<file path="src/rtl/logic_result_stage_if.sv">
// Handshake bundle between the logical unit, the result stage and its consumer.
interface logic_result_stage_if #(
    parameter int unsigned CW = 3
);
    logic          in_valid;
    logic          in_ready;
    logic [1:0]    op;
    logic [3:0]    and_in;
    logic [3:0]    or_in;
    logic [3:0]    xor_in;
    logic [7:0]    not_in;
    logic          out_valid;
    logic          out_ready;
    logic [7:0]    out_result;
    logic [1:0]    out_op;
    logic          out_zero;
    logic          out_parity;
    logic [CW-1:0] level;
    logic [7:0]    done_cnt;

    modport slave (
        input  in_valid, op, and_in, or_in, xor_in, not_in, out_ready,
        output in_ready, out_valid, out_result, out_op, out_zero, out_parity,
               level, done_cnt
    );

    modport master (
        output in_valid, op, and_in, or_in, xor_in, not_in, out_ready,
        input  in_ready, out_valid, out_result, out_op, out_zero, out_parity,
               level, done_cnt
    );
endinterface

</file>
<file path="src/rtl/logic_result_stage.sv">
// Selects one logical-unit result per request, tags it with zero/parity flags and
// buffers it in a circular FIFO drained over valid/ready; counts delivered results.
module logic_result_stage #(
    parameter int unsigned DEPTH = 4,
    parameter int unsigned CW    = 3
) (
    input  logic clk,
    input  logic rst_n,
    logic_result_stage_if.slave bus
);
    localparam int unsigned   AW       = (DEPTH > 1) ? $clog2(DEPTH) : 1;
    localparam logic [CW-1:0] LVL_FULL = CW'(DEPTH);

    typedef enum logic [1:0] {
        OP_AND = 2'b00,
        OP_OR  = 2'b01,
        OP_XOR = 2'b10,
        OP_NOT = 2'b11
    } op_e;

    logic [11:0]   r_mem [DEPTH];
    logic [AW-1:0] r_wptr;
    logic [AW-1:0] r_rptr;
    logic [CW-1:0] r_level;
    logic [7:0]    r_done;

    logic          w_in_ready;
    logic          w_out_valid;
    logic          w_push;
    logic          w_pop;
    logic [7:0]    w_sel;
    logic [11:0]   w_entry;
    logic [11:0]   w_head;

    // Ready/valid come only from registered occupancy, so a pop never frees a slot
    // for a push in the same cycle.
    assign w_in_ready  = (r_level != LVL_FULL);
    assign w_out_valid = (r_level != '0);
    assign w_push      = bus.in_valid && w_in_ready;
    assign w_pop       = w_out_valid && bus.out_ready;

    always_comb begin
        w_sel = '0;
        case (op_e'(bus.op))
            OP_AND:  w_sel = {4'h0, bus.and_in};
            OP_OR:   w_sel = {4'h0, bus.or_in};
            OP_XOR:  w_sel = {4'h0, bus.xor_in};
            OP_NOT:  w_sel = bus.not_in;
            default: w_sel = '0;
        endcase
    end

    // Entry layout: [11:10] op, [9:2] result, [1] zero, [0] parity.
    assign w_entry = {bus.op, w_sel, (w_sel == 8'h00), ^w_sel};

    // Storage is left unreset; occupancy alone decides what is visible.
    always_ff @(posedge clk) begin
        if (w_push) begin
            r_mem[r_wptr] <= w_entry;
        end
    end

    always_ff @(posedge clk or negedge rst_n) begin
        if (!rst_n) begin
            r_wptr  <= '0;
            r_rptr  <= '0;
            r_level <= '0;
            r_done  <= '0;
        end else begin
            if (w_push) begin
                r_wptr <= r_wptr + 1'b1;
            end
            if (w_pop) begin
                r_rptr <= r_rptr + 1'b1;
                r_done <= r_done + 8'd1;
            end
            case ({w_push, w_pop})
                2'b10:   r_level <= r_level + 1'b1;
                2'b01:   r_level <= r_level - 1'b1;
                default: r_level <= r_level;
            endcase
        end
    end

    assign w_head = r_mem[r_rptr];

    assign bus.in_ready   = w_in_ready;
    assign bus.out_valid  = w_out_valid;
    assign bus.out_op     = w_out_valid ? w_head[11:10] : '0;
    assign bus.out_result = w_out_valid ? w_head[9:2]   : '0;
    assign bus.out_zero   = w_out_valid ? w_head[1]     : 1'b0;
    assign bus.out_parity = w_out_valid ? w_head[0]     : 1'b0;
    assign bus.level      = r_level;
    assign bus.done_cnt   = r_done;
endmodule

</file>
<file path="src/flat_wrapper.sv">
// flat-port wrapper written by rule: the top's interface ports become plain ports
module logic_result_stage_flat 
#(
    parameter int unsigned DEPTH = 4,
    parameter int unsigned CW    = 3
)
  (clk, rst_n, bus_in_valid, bus_op, bus_and_in, bus_or_in, bus_xor_in, bus_not_in, bus_out_ready, bus_in_ready, bus_out_valid, bus_out_result, bus_out_op, bus_out_zero, bus_out_parity, bus_level, bus_done_cnt);
  logic_result_stage_if #(.CW(CW)) bus_i ();
  input  logic clk;
  input  logic rst_n;
  input wire logic [$bits(bus_i.in_valid)-1:0] bus_in_valid;
  input wire logic [$bits(bus_i.op)-1:0] bus_op;
  input wire logic [$bits(bus_i.and_in)-1:0] bus_and_in;
  input wire logic [$bits(bus_i.or_in)-1:0] bus_or_in;
  input wire logic [$bits(bus_i.xor_in)-1:0] bus_xor_in;
  input wire logic [$bits(bus_i.not_in)-1:0] bus_not_in;
  input wire logic [$bits(bus_i.out_ready)-1:0] bus_out_ready;
  output wire logic [$bits(bus_i.in_ready)-1:0] bus_in_ready;
  output wire logic [$bits(bus_i.out_valid)-1:0] bus_out_valid;
  output wire logic [$bits(bus_i.out_result)-1:0] bus_out_result;
  output wire logic [$bits(bus_i.out_op)-1:0] bus_out_op;
  output wire logic [$bits(bus_i.out_zero)-1:0] bus_out_zero;
  output wire logic [$bits(bus_i.out_parity)-1:0] bus_out_parity;
  output wire logic [$bits(bus_i.level)-1:0] bus_level;
  output wire logic [$bits(bus_i.done_cnt)-1:0] bus_done_cnt;
  assign bus_i.in_valid = bus_in_valid;
  assign bus_i.op = bus_op;
  assign bus_i.and_in = bus_and_in;
  assign bus_i.or_in = bus_or_in;
  assign bus_i.xor_in = bus_xor_in;
  assign bus_i.not_in = bus_not_in;
  assign bus_i.out_ready = bus_out_ready;
  assign bus_in_ready = bus_i.in_ready;
  assign bus_out_valid = bus_i.out_valid;
  assign bus_out_result = bus_i.out_result;
  assign bus_out_op = bus_i.out_op;
  assign bus_out_zero = bus_i.out_zero;
  assign bus_out_parity = bus_i.out_parity;
  assign bus_level = bus_i.level;
  assign bus_done_cnt = bus_i.done_cnt;
  logic_result_stage #(.DEPTH(DEPTH), .CW(CW)) u_core (.clk(clk), .rst_n(rst_n), .bus(bus_i));
endmodule
</file>
<file path="config.mk">
export PLATFORM = sky130hd
export DESIGN_NAME = logic_result_stage_flat
export DESIGN_NICKNAME = d
export VERILOG_FILES = /design/src/rtl/logic_result_stage_if.sv /design/src/rtl/logic_result_stage.sv /design/src/flat_wrapper.sv
export SDC_FILE = /design/constraint.sdc
export NUM_CORES = 1
export LEC_CHECK = 0
export ABC_AREA = 0
export CAP_MARGIN = 20
export CORE_MARGIN = 2
export CORE_UTILIZATION = 40
export CTS_CLUSTER_DIAMETER = 200
export CTS_CLUSTER_SIZE = 16
export DETAILED_ROUTE_END_ITERATION = 8
export PLACE_DENSITY = 0.62
export SLEW_MARGIN = 20
export SYNTH_ARGS = -nofsm -noshare
export SYNTH_HDL_FRONTEND = slang
export SYNTH_SLANG_ARGS = --single-unit
</file>
<file path="constraint.sdc">
create_clock -name clk -period 5.4 [get_ports clk]
set_input_delay 0.54 -clock clk [delete_from_list [all_inputs] [get_ports clk]]
set_output_delay 0.54 -clock clk [all_outputs]
set_load 0.005 [all_outputs]
</file>
==> flow_summary_export.csv <==
group,metric,value,unit
cts,cts_max_level,3,
outcome,status,"finished clean",
setup_path,cp-start-kind,"register",
timing,max_freq,333.8,MHz
route,ant_nets,0,
power,finalPower,1.786,mW
floorplanning,die_width,88.01,um
setup_path,crit_path_cell_trace,"mux4_2, nor2b_1, clkdlybuf4s50_1",
floorplanning,die_area,7745,sq um
cells_and_area,area_growth,26.91,%
setup_path,max_stage_delay,0.92,ns
timing,final-setup-viol-count,0,
placed_design,pre_cts_slack,2.446,ns
timing,tightest_slew,0.8872,ns
power,vdd_drop_max,0.2600,mV
global_routing,antenna_found_initial,0,
timing,clock_skew,0.004570,ns
global_routing,grt_usage,14.87,%
timing,fin_crit,2.996,ns
cts,numCtsBuffers,9,
timing,min_period_over_period,55.47,%
cells_and_area,drive_above_1_share,15.52,%
timing,slew_viol_final,0,
worst_hold_path,hp-class,"register to register",
timing,slew_headroom,40.86,%
placed_design,portBuffers,50,
run,drv_cap,0,
power,power_density,498.6,nW/um^2
cts,clockBufferDepth,2,
cts,clk_pin_slew,0.06,ns
cells_and_area,mostFrequentLayoutCells,"50 x clkdlybuf4s50_1, 48 x edfxtp_1, 16 x inv_1, 16 x mux4_2, 15 x dfrtp_1",
setup_path,cpLargestDelayFamily,"flip-flops",
synthesis,synth.avg_cell_area,16.51,sq um
cts,post_cts_resized,0,
cts,cts_tree,"built",
cts,postCtsSetupBuffers,0,
floorplanning,die_h,88.01,um
route,drc_errors,0,
route,first_pass_iters,4,
global_routing,grt-ovfl-total,0,
floorplanning,initial_core_util,41.55,%
cts,cts-root-buf,"clkbuf_8",
cells_and_area,postLayoutCoreUtil,52.73,%
synthesis,yosys_register_bits,63,
route,first_iter_violations,104,
setup_path,worst-path-buf-inv,1,
global_routing,grt_pass1_wl,8.204,mm
cts,clock_sinks,63,
power,p_leak,1.354,nW
route,vias,1547,
cells_and_area,final_common_cell,"clkdlybuf4s50_1",
cells_and_area,nFillCells,574,
route,wirelength,4.947,mm
cells_and_area,diodes,0,
floorplanning,fp.coreArea,6794,sq um
route,vias_per_cell,4.716,
cts,hold_buffers,0,
timing,finalWorstSetupSlack,2.404,ns
setup_path,endpoint_kind,"primary output",
timing,finalHoldViolCount,0,
floorplanning,io_pins,51,
placed_design,gp_congestion,0.7130,
synthesis,netlist_instances,171,
setup_path,arrival,2.46,ns
setup_path,crit_slowest_cell,"dfrtp_1",
cts,clock_latency,0.33,ns
timing,rsz0062_at_grt,"no",
placed_design,dp_hpwl,3.462,mm
setup_path,worst-path-max-fanout,14,
timing,holdWs,0.4630,ns
synthesis,synth.yosys.seq_area_share,64.36,%
global_routing,grt_max_degree,16,
synthesis,synth_area,2823,sq um
timing,setup_tns,0,ns
synthesis,synth.distinct_cells,26,
floorplanning,rows,30,
global_routing,grt_pass1_vias,1630,
synthesis,yosys_warnings,0,
setup_path,crit_type,"register to primary output",
synthesis,syn_nets,208,
route,drt-wirelength-per-cell,15.08,um
setup_path,crit_required,4.86,ns
cells_and_area,nets,264,
worst paths after layout:
kind / start / end / slack [ns] / depth (start not counted)
setup / recovery: u_core.r_rptr[0] / bus_out_result[3] / 2.40 / 3
hold / removal: u_core.bus.done_cnt[7] / u_core.bus.done_cnt[7] / 0.46 / 1
setup reg to reg: u_core.bus.level[1] / u_core.bus.level[2] / 3.18 / 9
hold reg to reg: u_core.bus.done_cnt[7] / u_core.bus.done_cnt[7] / 0.46 / 1
max in group asynchronous: rst_n / u_core.bus.done_cnt[2] / 4.34 / 1
min in group asynchronous: rst_n / u_core.bus.done_cnt[1] / 0.62 / 1
synth_stat cells:
library cell   n  area, sq um
edfxtp_1      48         1441
inv_1         16        60.06
mux4_2        16        360.4
dfrtp_1       15        375.4
nor2b_1       12        75.07
ha_1          10        125.1
xnor2_1       10        87.58
nand2_1        9        33.78
xor2_1         6        52.55
nand3_1        5        25.02
and3_2         4        30.03
buf_2          3        15.01
clkbuf_1       2        7.510
nor2_1         2        7.510
nor3_1         2        10.01
and2_4         1        8.760
and3_1         1        6.260
and4_1         1        8.760
buf_4          1        7.510
fa_1           1        20.02
mux2_4         1        15.01
nand4_1        1        6.260
nor4_1         1        6.260
o21ai_0        1        5.000
o31ai_4        1        21.27
or3b_4         1        11.26
per-layer routing:
layer  vias to the layer above  part of all wire, %  GRT usage, %
li1                        742                    -             -
met1                       766                   42         18.83
met2                        30                   53         24.04
met3                         9                  3.1         3.770
met4                         0                  2.0         7.133
met5                         -                    0             0
sequential cells by signal, summed over array words and instances (netlist names):
| register | count |
|---|---|
| u_core.bus.done_cnt | 8 |
| u_core.r_rptr | 2 |
| u_core.bus.level | 3 |
| u_core.r_wptr | 2 |
| u_core.r_mem | 48 |
where the power goes:
group,switching (mW),total (mW),internal (mW)
combinational,0.240,0.663,0.423
clock,0.158,0.336,0.177
sequential,0.124,0.787,0.664
stage by stage:
stage | instance area (sq um) | std cells
floorplan | 2823 | 171
global placement | 3421 | 312
detailed placement | 3421 | 312
CTS | 3582 | 328
global route | 3582 | 328
finish | 3582 | 328
area by class of cell:
class	count	area, sq um	area share (%)
Sequential cell	63	1817	50.72
Multi-Input combinational cell	86	915.9	25.57
Timing Repair Buffer	51	508.0	14.18
Clock buffer	14	152.6	4.261
Tap cell	96	120.1	3.353
Inverter	16	60.06	1.677
Clock inverter	2	8.758	0.2445
logic make-up after synthesis:
logic type | Yosys count | share of synthesized area, %
compound gates | 2 | 0.9307
simple gates | 40 | 8.112
buf+inv | 22 | 3.192
mux | 17 | 13.30
fa+ha+maj | 11 | 5.142
flops | 63 | 64.36
xor+xnor | 16 | 4.964
Power figures use the tool's default switching activity.
